### src/rtl/digiac_pkg.sv
// Shared Digiac timing constants and the CPU-speed divider clamp.
package digiac_pkg;
    localparam int DIGIAC_DIV_W       = 8;
    localparam int DIGIAC_DEFAULT_DIV = 50;
    localparam logic [4*DIGIAC_DIV_W-1:0] DIGIAC_VIA_PHASES = {8'd32, 8'd24, 8'd16, 8'd8};

    // A period below 2 clk would leave no room for cpu_clken1 inside the cycle.
    function automatic logic [31:0] clamp_div(input logic [31:0] v);
        return (v < 32'd2) ? 32'd2 : v;
    endfunction
endpackage

### src/rtl/digiac_phase_strobe.sv
// One registered peripheral enable: pulses the clk after the segment counter hits its phase.
module digiac_phase_strobe #(
    parameter int DIV_W = 8
) (
    input  logic             clk,
    input  logic             reset_n,
    input  logic [DIV_W-1:0] cnt,
    input  logic [DIV_W-1:0] phase,
    input  logic             halted,
    output logic             strobe
);
    always_ff @(posedge clk or negedge reset_n) begin
        if (!reset_n) strobe <= 1'b0;
        else          strobe <= (cnt == phase) && !halted;
    end
endmodule

### src/rtl/digiac_cycle_gen.sv
// Digiac bus-cycle generator: CPU enable, delayed access strobe, phase enables, phi2,
// runtime divider, wait-state stretching and halt/single-step.
module digiac_cycle_gen
    import digiac_pkg::*;
#(
    parameter int DIV_W       = DIGIAC_DIV_W,
    parameter int DEFAULT_DIV = DIGIAC_DEFAULT_DIV,
    parameter int NUM_STROBES = 4,
    parameter logic [NUM_STROBES*DIV_W-1:0] STROBE_PHASE = DIGIAC_VIA_PHASES,
    parameter int WAIT_W      = 2,
    parameter int CNT_W       = 32
) (
    input  logic                   clk,
    input  logic                   reset_n,
    input  logic [DIV_W-1:0]       div_val,
    input  logic                   div_load,
    input  logic [WAIT_W-1:0]      wait_req,
    input  logic                   run,
    input  logic                   step,
    output logic                   cpu_clken,
    output logic                   cpu_clken1,
    output logic [NUM_STROBES-1:0] periph_clken,
    output logic                   phi2,
    output logic                   halted,
    output logic [CNT_W-1:0]       cycle_count
);
    logic [DIV_W-1:0]  cnt, period, pending;
    logic [WAIT_W-1:0] wait_rem, wait_eff;
    logic              step_lat, step_eff, go;
    logic              seg_end, start, halt_now, wait_seg;

    // With a 2-clk period the wait sample and the first segment end share a clk,
    // so the freshly requested wait must be honoured directly.
    always_comb begin
        seg_end  = !halted && (cnt == period - DIV_W'(1));
        wait_eff = cpu_clken1 ? wait_req : wait_rem;
        step_eff = step_lat || (step && !run);
        go       = run || step_eff;
        wait_seg = seg_end && (wait_eff != '0);
        halt_now = seg_end && (wait_eff == '0) && !go;
        start    = (seg_end && (wait_eff == '0) && go) || (halted && go);
    end

    always_ff @(posedge clk or negedge reset_n) begin
        if (!reset_n) begin
            cnt         <= '0;
            period      <= DIV_W'(DEFAULT_DIV);
            pending     <= DIV_W'(DEFAULT_DIV);
            wait_rem    <= '0;
            step_lat    <= 1'b0;
            halted      <= 1'b0;
            cpu_clken   <= 1'b0;
            cpu_clken1  <= 1'b0;
            phi2        <= 1'b0;
            cycle_count <= '0;
        end else begin
            if (start) begin
                cnt    <= '0;
                period <= pending;
            end else if (wait_seg) begin
                cnt <= '0;
            end else if (!halt_now && !halted) begin
                cnt <= cnt + DIV_W'(1);
            end

            if (div_load) pending <= DIV_W'(clamp_div(32'(div_val)));

            wait_rem <= wait_seg ? wait_eff - WAIT_W'(1) : wait_eff;
            step_lat <= start ? 1'b0 : step_eff;

            if (halt_now)   halted <= 1'b1;
            else if (start) halted <= 1'b0;

            cpu_clken  <= start;
            cpu_clken1 <= cpu_clken;

            // Set wins over clear so a 2-clk period still sees phi2 at cycle start.
            if (start)                    phi2 <= 1'b1;
            else if (cnt == (period >> 1)) phi2 <= 1'b0;

            if (start) cycle_count <= cycle_count + CNT_W'(1);
        end
    end

    for (genvar i = 0; i < NUM_STROBES; i++) begin : g_strobe
        digiac_phase_strobe #(.DIV_W(DIV_W)) u_strobe (
            .clk     (clk),
            .reset_n (reset_n),
            .cnt     (cnt),
            .phase   (STROBE_PHASE[i*DIV_W +: DIV_W]),
            .halted  (halted),
            .strobe  (periph_clken[i])
        );
    end
endmodule

### config.mk
export PLATFORM = sky130hd
export DESIGN_NAME = digiac_cycle_gen
export DESIGN_NICKNAME = d
export VERILOG_FILES = /design/src/rtl/digiac_pkg.sv /design/src/rtl/digiac_phase_strobe.sv /design/src/rtl/digiac_cycle_gen.sv
export SDC_FILE = /design/constraint.sdc
export NUM_CORES = 1
export LEC_CHECK = 0
export BUFFER_PORTS_ARGS = -buffer_cell sky130_fd_sc_hd__buf_2
export CAP_MARGIN = 5
export CORE_UTILIZATION = 56
export CTS_BUF_LIST = sky130_fd_sc_hd__clkbuf_16
export DETAILED_ROUTE_END_ITERATION = 16
export PLACE_DENSITY = 0.74
export SKIP_LAST_GASP = 1
export SLEW_MARGIN = 15
export SYNTH_ARGS = -nofsm -noshare
export SYNTH_HDL_FRONTEND = slang
export SYNTH_HIERARCHICAL = 1
export SYNTH_SLANG_ARGS = --single-unit
### constraint.sdc
create_clock -name clk -period 5.66 [get_ports clk]
set_input_delay 0.849 -clock clk [delete_from_list [all_inputs] [get_ports clk]]
set_output_delay 0.849 -clock clk [all_outputs]
set_load 0.05 [all_outputs]
== After elaboration in Yosys (flattened, before gate mapping) ==
Cells that the tools add are included.
Word-level totals
  bits in registers: 67
  output and inout bits: 40
Cells by class
  add/sub/neg operators: 4
  magnitude comparators: 1
  equality and inequality tests: 6
  multiplexer cells: 11
  reductions and logical operators: 24
Operators by type and width (count)
  32-bit by 1-bit adder with 32-bit output (second input constant): 1
  8-bit 2-to-1 mux: 4
  8-bit by 5-bit equality test with 1-bit output (second input constant): 2
  1-bit logical AND: 12
  8-bit by 1-bit adder with 8-bit output (second input constant): 1
  8-bit by 4-bit equality test with 1-bit output (second input constant): 1
  8-bit by 6-bit equality test with 1-bit output (second input constant): 1
  8-bit by 7-bit equality test with 1-bit output: 1
  8-bit equality test: 1
  8-bit by 2-bit < comparator with 1-bit output (second input constant): 1
  8-bit by 1-bit subtractor with 8-bit output (second input constant): 1
  2-bit nonzero test: 3
  1-bit 2-to-1 mux: 5
  1-bit zero test: 4
  2-bit 2-to-1 mux: 2
  1-bit logical OR: 3
  3-bit nonzero test: 1
  2-bit zero test: 1
  2-bit by 1-bit subtractor with 2-bit output (second input constant): 1

== Depth between registers and ports, before layout ==
Gate-level depths: netlist of run 1.
  depth in word-level cells: 11
  depth in mapped cells: 10
  depth with buffers taken out: 10

== Cells and area by module ==
Netlist of run 1, hierarchy kept.
Modules (own cells, without submodules)
  digiac_cycle_gen: times used 1, cells an instance 290, area an instance 3273.1 µm², seq. area each 1584.0 µm²
  digiac_phase_strobe: times used 4, cells an instance 12, area an instance 118.9 µm², seq. area each 25.0 µm²

== Worst setup path before layout of run 1 ==
No wires, ideal clock.
  path kind: flip-flop to flip-flop
  start point: register period[1]
  end point: register cycle_count[1]
  arrival: 2405 ps
  slack: 3127 ps
  cell stages (with the launch flop): 11
  buffers on the path: 1
  clock period less this slack: 2533 ps
  cell sequence: dfstp_2 -> inv_1 -> ha_1 -> xnor2_1 -> a21oi_1 -> o211ai_1 -> a2111oi_4 -> a31oi_4 -> nor2_2 -> buf_4 -> mux2_1
Between the ends
  cells in the longest elaborated chain, start to end: 6
RTL lines
  from (decl): line digiac_cycle_gen.sv:27  | logic [DIV_W-1:0] cnt, period, pending;
  from (signal assigned): line digiac_cycle_gen.sv:47  | period <= DIV_W'(DEFAULT_DIV);
  from (signal assigned): line digiac_cycle_gen.sv:59  | period <= pending;
  8-bit by 1-bit subtractor with 8-bit output: line digiac_cycle_gen.sv:35  | seg_end = !halted && (cnt == period - DIV_W'(1));
  8-bit equality test: line digiac_cycle_gen.sv:35
  1-bit logical AND: line digiac_cycle_gen.sv:35
  1-bit logical AND (2 in series): line digiac_cycle_gen.sv:41  | start = (seg_end && (wait_eff == '0) && go) || (halted && go);
  1-bit logical OR: line digiac_cycle_gen.sv:41
  net start: line digiac_cycle_gen.sv:30  | logic seg_end, start, halt_now, wait_seg;
  to (signal assigned): line digiac_cycle_gen.sv:81  | if (start) cycle_count <= cycle_count + CNT_W'(1);
  to (decl): line digiac_cycle_gen.sv:25  | output logic [CNT_W-1:0] cycle_count
The timed path passes the listed nets, and every way through them passes these cells.
A chain may end at the register's enable or synchronous reset.

== Worst setup path in the final report of run 1 ==
  start point: register period[1]
  end point: register period[7]
Between the ends
  cells in the longest elaborated chain, start to end: 6
RTL lines (line)
  8-bit by 1-bit subtractor with 8-bit output: digiac_cycle_gen.sv:35
  8-bit equality test: digiac_cycle_gen.sv:35
  1-bit logical AND: digiac_cycle_gen.sv:35
  1-bit logical AND (2 in series): digiac_cycle_gen.sv:41
  1-bit logical OR: digiac_cycle_gen.sv:41
No other way between the ends.

==> results.cfg, run 1 <==
[floorplan]
initial_core_util_pct = 58.37
die_w_um = 83.82
io_pins = 55
die_h_um = 83.82
rows = 29
dieArea_um2 = 7025
core-area_um2 = 6422

[sta]
clock_skew_ns = 0.007946
setup_tns_ns = 0
finalHoldViolations = 0
min_period_ns = 3.236
setup_slack_ns = 2.424
tightest_slew_ns = 1.088
setup_viol = 0
period_share_pct = 57.17
slew_headroom_pct = 27.49
whs_ns = 0.4005
drv_slew = 0
grt_setup_unrepaired = no
fmax_ghz = 0.3091

[route]
first_iter_violations = 104
drc = 8
wl_per_cell_um = 14.18
drt-total-wl_mm = 7.103
vias = 2654
avgViaCountPerCell = 5.297
drt_first_pass_iters = 10
ant_nets = 0

[yosys]
synthTopCellsByArea = dfrtp_1, xnor2_1, xor2_1, nor4_2, dfstp_2
yosys_warnings = 6
synth-seq-cells = 67
synth_area_leader_cell = dfrtp_1
async_flop_share_pct = 100.0
avgSynthCellArea_um2 = 11.09
yosys_most_used_dff = dfrtp_1
syn_area_um2 = 3749
synthCells = 338
synth_edf_count = 0
synth_cell_types = 48
synthTopCellsByCount = dfrtp_1, xnor2_1, xor2_1, nand2_1
yosysSeqAreaShare_pct = 44.93
synth.most_common_cell = dfrtp_1
yosysTopAreaCellShare_pct = 40.72

[clock_tree]
holdBufCountCts = 0
cts_resized = 0
cts.sinks = 67
clk_latency_ns = 0.32
clkTransAtPathRegs_ns = 0.05
cts_tree = done
post_cts_buffers = 0
cts_buffers = 9
htree_num_levels = 3
cts_root_buffer = clkbuf_16
cts_buffer_depth = 2

[cells_and_area]
fin_area_um2 = 4461
fillCellCount = 488
fin_util_pct = 69.45
num_antenna_cells = 0
syn_to_final_growth_pct = 18.99
drive_above_1_share_pct = 25.24
fin_nets = 438

[critical_path]
critPathArrivalTime_ns = 3.44
cp_max_fo = 34
path_class = flop to flop
cp-end-kind = flop
critPathLaunchType = flop
cp.required_ns = 5.87

[global_routing]
antenna_found_initial = 0
grt_max_degree = 68
grt_pass1_vias = 2643
grt_first_pass_wirelength_mm = 12.50
grt.overflow.total = 0
grtUsageTotal_pct = 22.64

[placement]
dpl.hpwl_mm = 4.916
place_area_um2 = 4151
gp_routability_congestion = 0.8432
place_ws_ns = 2.417
numPortBuffers = 54

[pwr]
irDropWorstVdd_v = 0.0002149
power.leakage_nw = 2.115
power_density_nw_per_um2 = 354.8

[job]
maxCapViolations = 0

[worst_hold_path]
hp-class = flop to flop

[status]
violations = DRC
outcome = complete, but fails checks
## worst max-delay path, stage by stage (launching register included)
cell and delay (ns):
dfstp_2 0.57, inv_1 0.05, ha_1 0.28, xnor2_1 0.12
a21oi_1 0.12, o211ai_1 0.13, a2111oi_4 0.40, a31oi_4 0.45
nor2_2 0.60, mux2_2 0.39
## cell type report
cell class                 instances  area (um2)  share of cell area (%)
multi-input combinational        278        2063                   46.26
tap                               77       96.34                   2.160
sequential                        67        1684                   37.76
clock buffer                       9       225.2                   5.049
clock inverter                     7       83.83                   1.879
inverter                           8       30.03                  0.6732
timing repair buffer              55       277.8                   6.227
## power by group
group	total (mW)	leakage, nW	internal, mW	switching (mW)
Clock	0.575	0.153	0.380	0.195
Combinational	0.347	1.10	0.179	0.168
Sequential	0.661	0.860	0.532	0.128
## cell families after synthesis
family | after synthesis | synth area share [%]
flip-flops | 67 | 44.93
AO/OA/AOI/OAI | 28 | 5.875
adder cells (fa/ha/maj) | 4 | 1.335
other | 2 | 0.2003
AND/OR/NAND/NOR | 111 | 19.16
XOR/XNOR | 82 | 19.36
buffers and inverters | 23 | 3.037
multiplexers | 21 | 6.108
## stage by stage
step / std cells / total power [mW]
2_1_floorplan: 368 / 0.9401
3_3_place_gp: 485 / 1.002
6_report: 501 / 1.583
5_1_grt: 501 / 1.665
3_5_place_dp: 485 / 1.016
4_1_cts: 501 / 1.595
## routing by layer
metal / global-route usage (%) / vias to the layer above / wire (um)
met5: 0 / - / 0
met1: 30.07 / 1279 / 3332
li1: - / 1314 / -
met2: 36.66 / 52 / 3426
met4: 8.934 / 0 / 96
met3: 4.451 / 9 / 249
## worst paths after layout
kind / startpoint / endpoint / slack, ns / cells after the start
setup / recovery: period[1] / period[7] / 2.42 / 9
hold / removal: cpu_clken / cpu_clken1 / 0.40 / 0
setup reg to reg: period[1] / period[7] / 2.42 / 9
hold reg to reg: cpu_clken / cpu_clken1 / 0.40 / 0
max in group asynchronous: reset_n / cycle_count[29] / 4.42 / 2
min in group asynchronous: reset_n / g_strobe[0].u_strobe/strobe / 0.69 / 2
## sequential cells by signal (all words and copies together) (netlist names)
| register | count |
|---|---|
| cycle_count | 32 |
| cnt | 8 |
| pending | 8 |
| period | 8 |
| g_strobe.u_strobe/strobe | 4 |
| wait_rem | 2 |
| cpu_clken | 1 |
| cpu_clken1 | 1 |
| halted | 1 |
| phi2 | 1 |
| step_lat | 1 |
## layout by cell type (no fill, tap or decap), types with 6 or more instances in the layout
| master | netlist | layout |
|---|---|---|
| buf_2 | 7 | 54 |
| clkbuf_16 | 0 | 9 |
| conb_1 | 2 | 32 |
| dfrtp_1 | 61 | 61 |
| dfstp_2 | 6 | 6 |
| inv_1 | 7 | 8 |
| mux2_1 | 7 | 7 |
| mux2_2 | 8 | 8 |
| mux2i_1 | 6 | 6 |
| nand2_1 | 18 | 18 |
| nand3_1 | 16 | 16 |
| nand4_1 | 10 | 10 |
| nor2_1 | 16 | 16 |
| nor3_1 | 10 | 10 |
| nor4_2 | 13 | 13 |
| xnor2_1 | 44 | 44 |
| xor2_1 | 37 | 37 |
Power figures use the tool's default switching activity.
==> run 2, diff against run 1 <==
Clock period 5.66 ns to 3.4 ns, I/O delays scaled along.
==> results.cfg, run 2 (same netlist as run 1, synthesis figures left out) <==
[global_routing]
grt_first_pass_wirelength_mm = 12.49
grt_max_degree = 68
grt_pass1_vias = 2594
grtUsageTotal_pct = 22.58
antenna_found_initial = 0
grt.overflow.total = 0

[route]
ant_nets = 0
vias = 2675
drt-total-wl_mm = 7.021
first_iter_violations = 112
drc = 8
drt_first_pass_iters = 13
avgViaCountPerCell = 5.329
wl_per_cell_um = 13.99

[sta]
min_period_ns = 2.781
fmax_ghz = 0.3596
finalHoldViolations = 0
slew_headroom_pct = 44.63
grt_setup_unrepaired = no
drv_slew = 0
clock_skew_ns = 0.008463
setup_viol = 0
tightest_slew_ns = 0.8242
setup_tns_ns = 0
period_share_pct = 81.79

[critical_path]
cp-end-kind = flop
cp_max_fo = 33
ff2ff_setup_slack_ns = 0.62
r2r_start = period[1]
path_class = flop to flop
crit_buf_inv = 3
critPathLaunchType = flop
critPathArrivalTime_ns = 2.99
crit_family = flip-flops
cp.required_ns = 3.61
critPathMaxStageDelay_ns = 0.57
crit_slowest_cell = dfstp_2
r2r-end = cnt[0]
rr_worst_depth = 11
path_cells = inv_1 > ha_1 > xor2_1 > nor2_1 > a21oi_1 > a2111oi_4 > a31oi_4 > buf_4 > nand2b_1 > inv_2 > mux2_2

[cells_and_area]
largest_reg_flops = 32
num_antenna_cells = 0
syn_to_final_growth_pct = 18.79
regMostFlops = cycle_count
fin_nets = 439
final_common_cell = dfrtp_1
layout_common_cells = dfrtp_1, buf_2, xnor2_1
fin_util_pct = 69.34
drive_above_1_share_pct = 26.12

[placement]
numPortBuffers = 54
gp_routability_congestion = 0.8453
dpl.hpwl_mm = 4.783

[clock_tree]
cts_resized = 0
clk_latency_ns = 0.33
clkTransAtPathRegs_ns = 0.06
cts_buffer_depth = 2
holdBufCountCts = 0
cts_tree = done
cts_root_buffer = clkbuf_16
cts_buffers = 9
post_cts_buffers = 0
htree_num_levels = 3
cts.sinks = 67

[status]
violations = DRC
outcome = complete, but fails checks

[worst_hold_path]
hp-class = primary input to async pin

[pwr]
p_clk_share_pct = 35.2
power_switching_uw = 847.9
p_int_mw = 1.749
power_density_nw_per_um2 = 583.2
irDropWorstVdd_v = 0.0003942
p_sw_share_pct = 32.65
combPwrFrac_pct = 22.4
power_frac_seq_pct = 42.3
power.leakage_nw = 2.108

[floorplan]
initial_core_util_pct = 58.37
dieArea_um2 = 7025
io_pins = 55
die_h_um = 83.82
die_w_um = 83.82
core-area_um2 = 6422
rows = 29

[job]
maxCapViolations = 0
## run 2: worst reg2reg max path, delay by kind of cell, from the launching register on
kind | cells | cell delay, ns
fa+ha+maj | 1 | 0.23
xor+xnor | 1 | 0.17
flops | 1 | 0.57
mux | 1 | 0.26
buf+inv | 3 | 0.53
compound gates | 3 | 0.57
simple gates | 2 | 0.33
## run 2: area by class of cell
cell class              count  area, um2
multi-input cells         278       2063
fillers                   494       1969
flip-flops and latches     67       1684
repair buffers             56      285.3
clock buffers               9      225.2
well taps                  77      96.34
clock inverters             7      68.82
inverters                   8      30.03
## run 2: per-layer routing
layer	GRT usage, %	vias to the layer above	part of all wire [%]
met1	31.14	1296	48
met4	6.897	0	1.4
met5	0	-	0
met3	4.649	10	3.0
met2	36.07	52	47
li1	-	1317	-
## run 2: power groups by stage
stage,Sequential [mW],Clock [mW],Combinational [mW]
floorplan,1.03,0,0.534
global placement,1.11,0,0.568
detailed placement,1.11,0,0.583
CTS,1.10,0.928,0.588
global route,1.12,0.963,0.655
finish,1.10,0.915,0.583
## run 2: metrics by stage
step | hold WS (ns) | instance area, um2 | std cells | power (mW) | setup slack [ns]
floorplan | 0.2144 | 3861 | 368 | 1.565 | 0.8673
global placement | 0.3890 | 4159 | 486 | 1.677 | 0.6670
detailed placement | 0.3870 | 4159 | 486 | 1.697 | 0.6313
CTS | 0.4004 | 4453 | 502 | 2.617 | 0.6082
global route | 0.4136 | 4453 | 502 | 2.742 | 0.4243
finish | 0.3569 | 4453 | 502 | 2.597 | 0.6191
## run 2: worst max path at each step
stage / from / to / slack [ns] / cells past startpoint
final: period[1] / cnt[0] / 0.62 / 11
after global routing: period[1] / cnt[0] / 0.42 / 11
after global placement: period[1] / period[7] / 0.67 / 9
after CTS: period[1] / period[7] / 0.61 / 9
after floorplan: period[1] / cycle_count[1] / 0.87 / 10
after detailed placement: period[1] / cnt[0] / 0.63 / 11
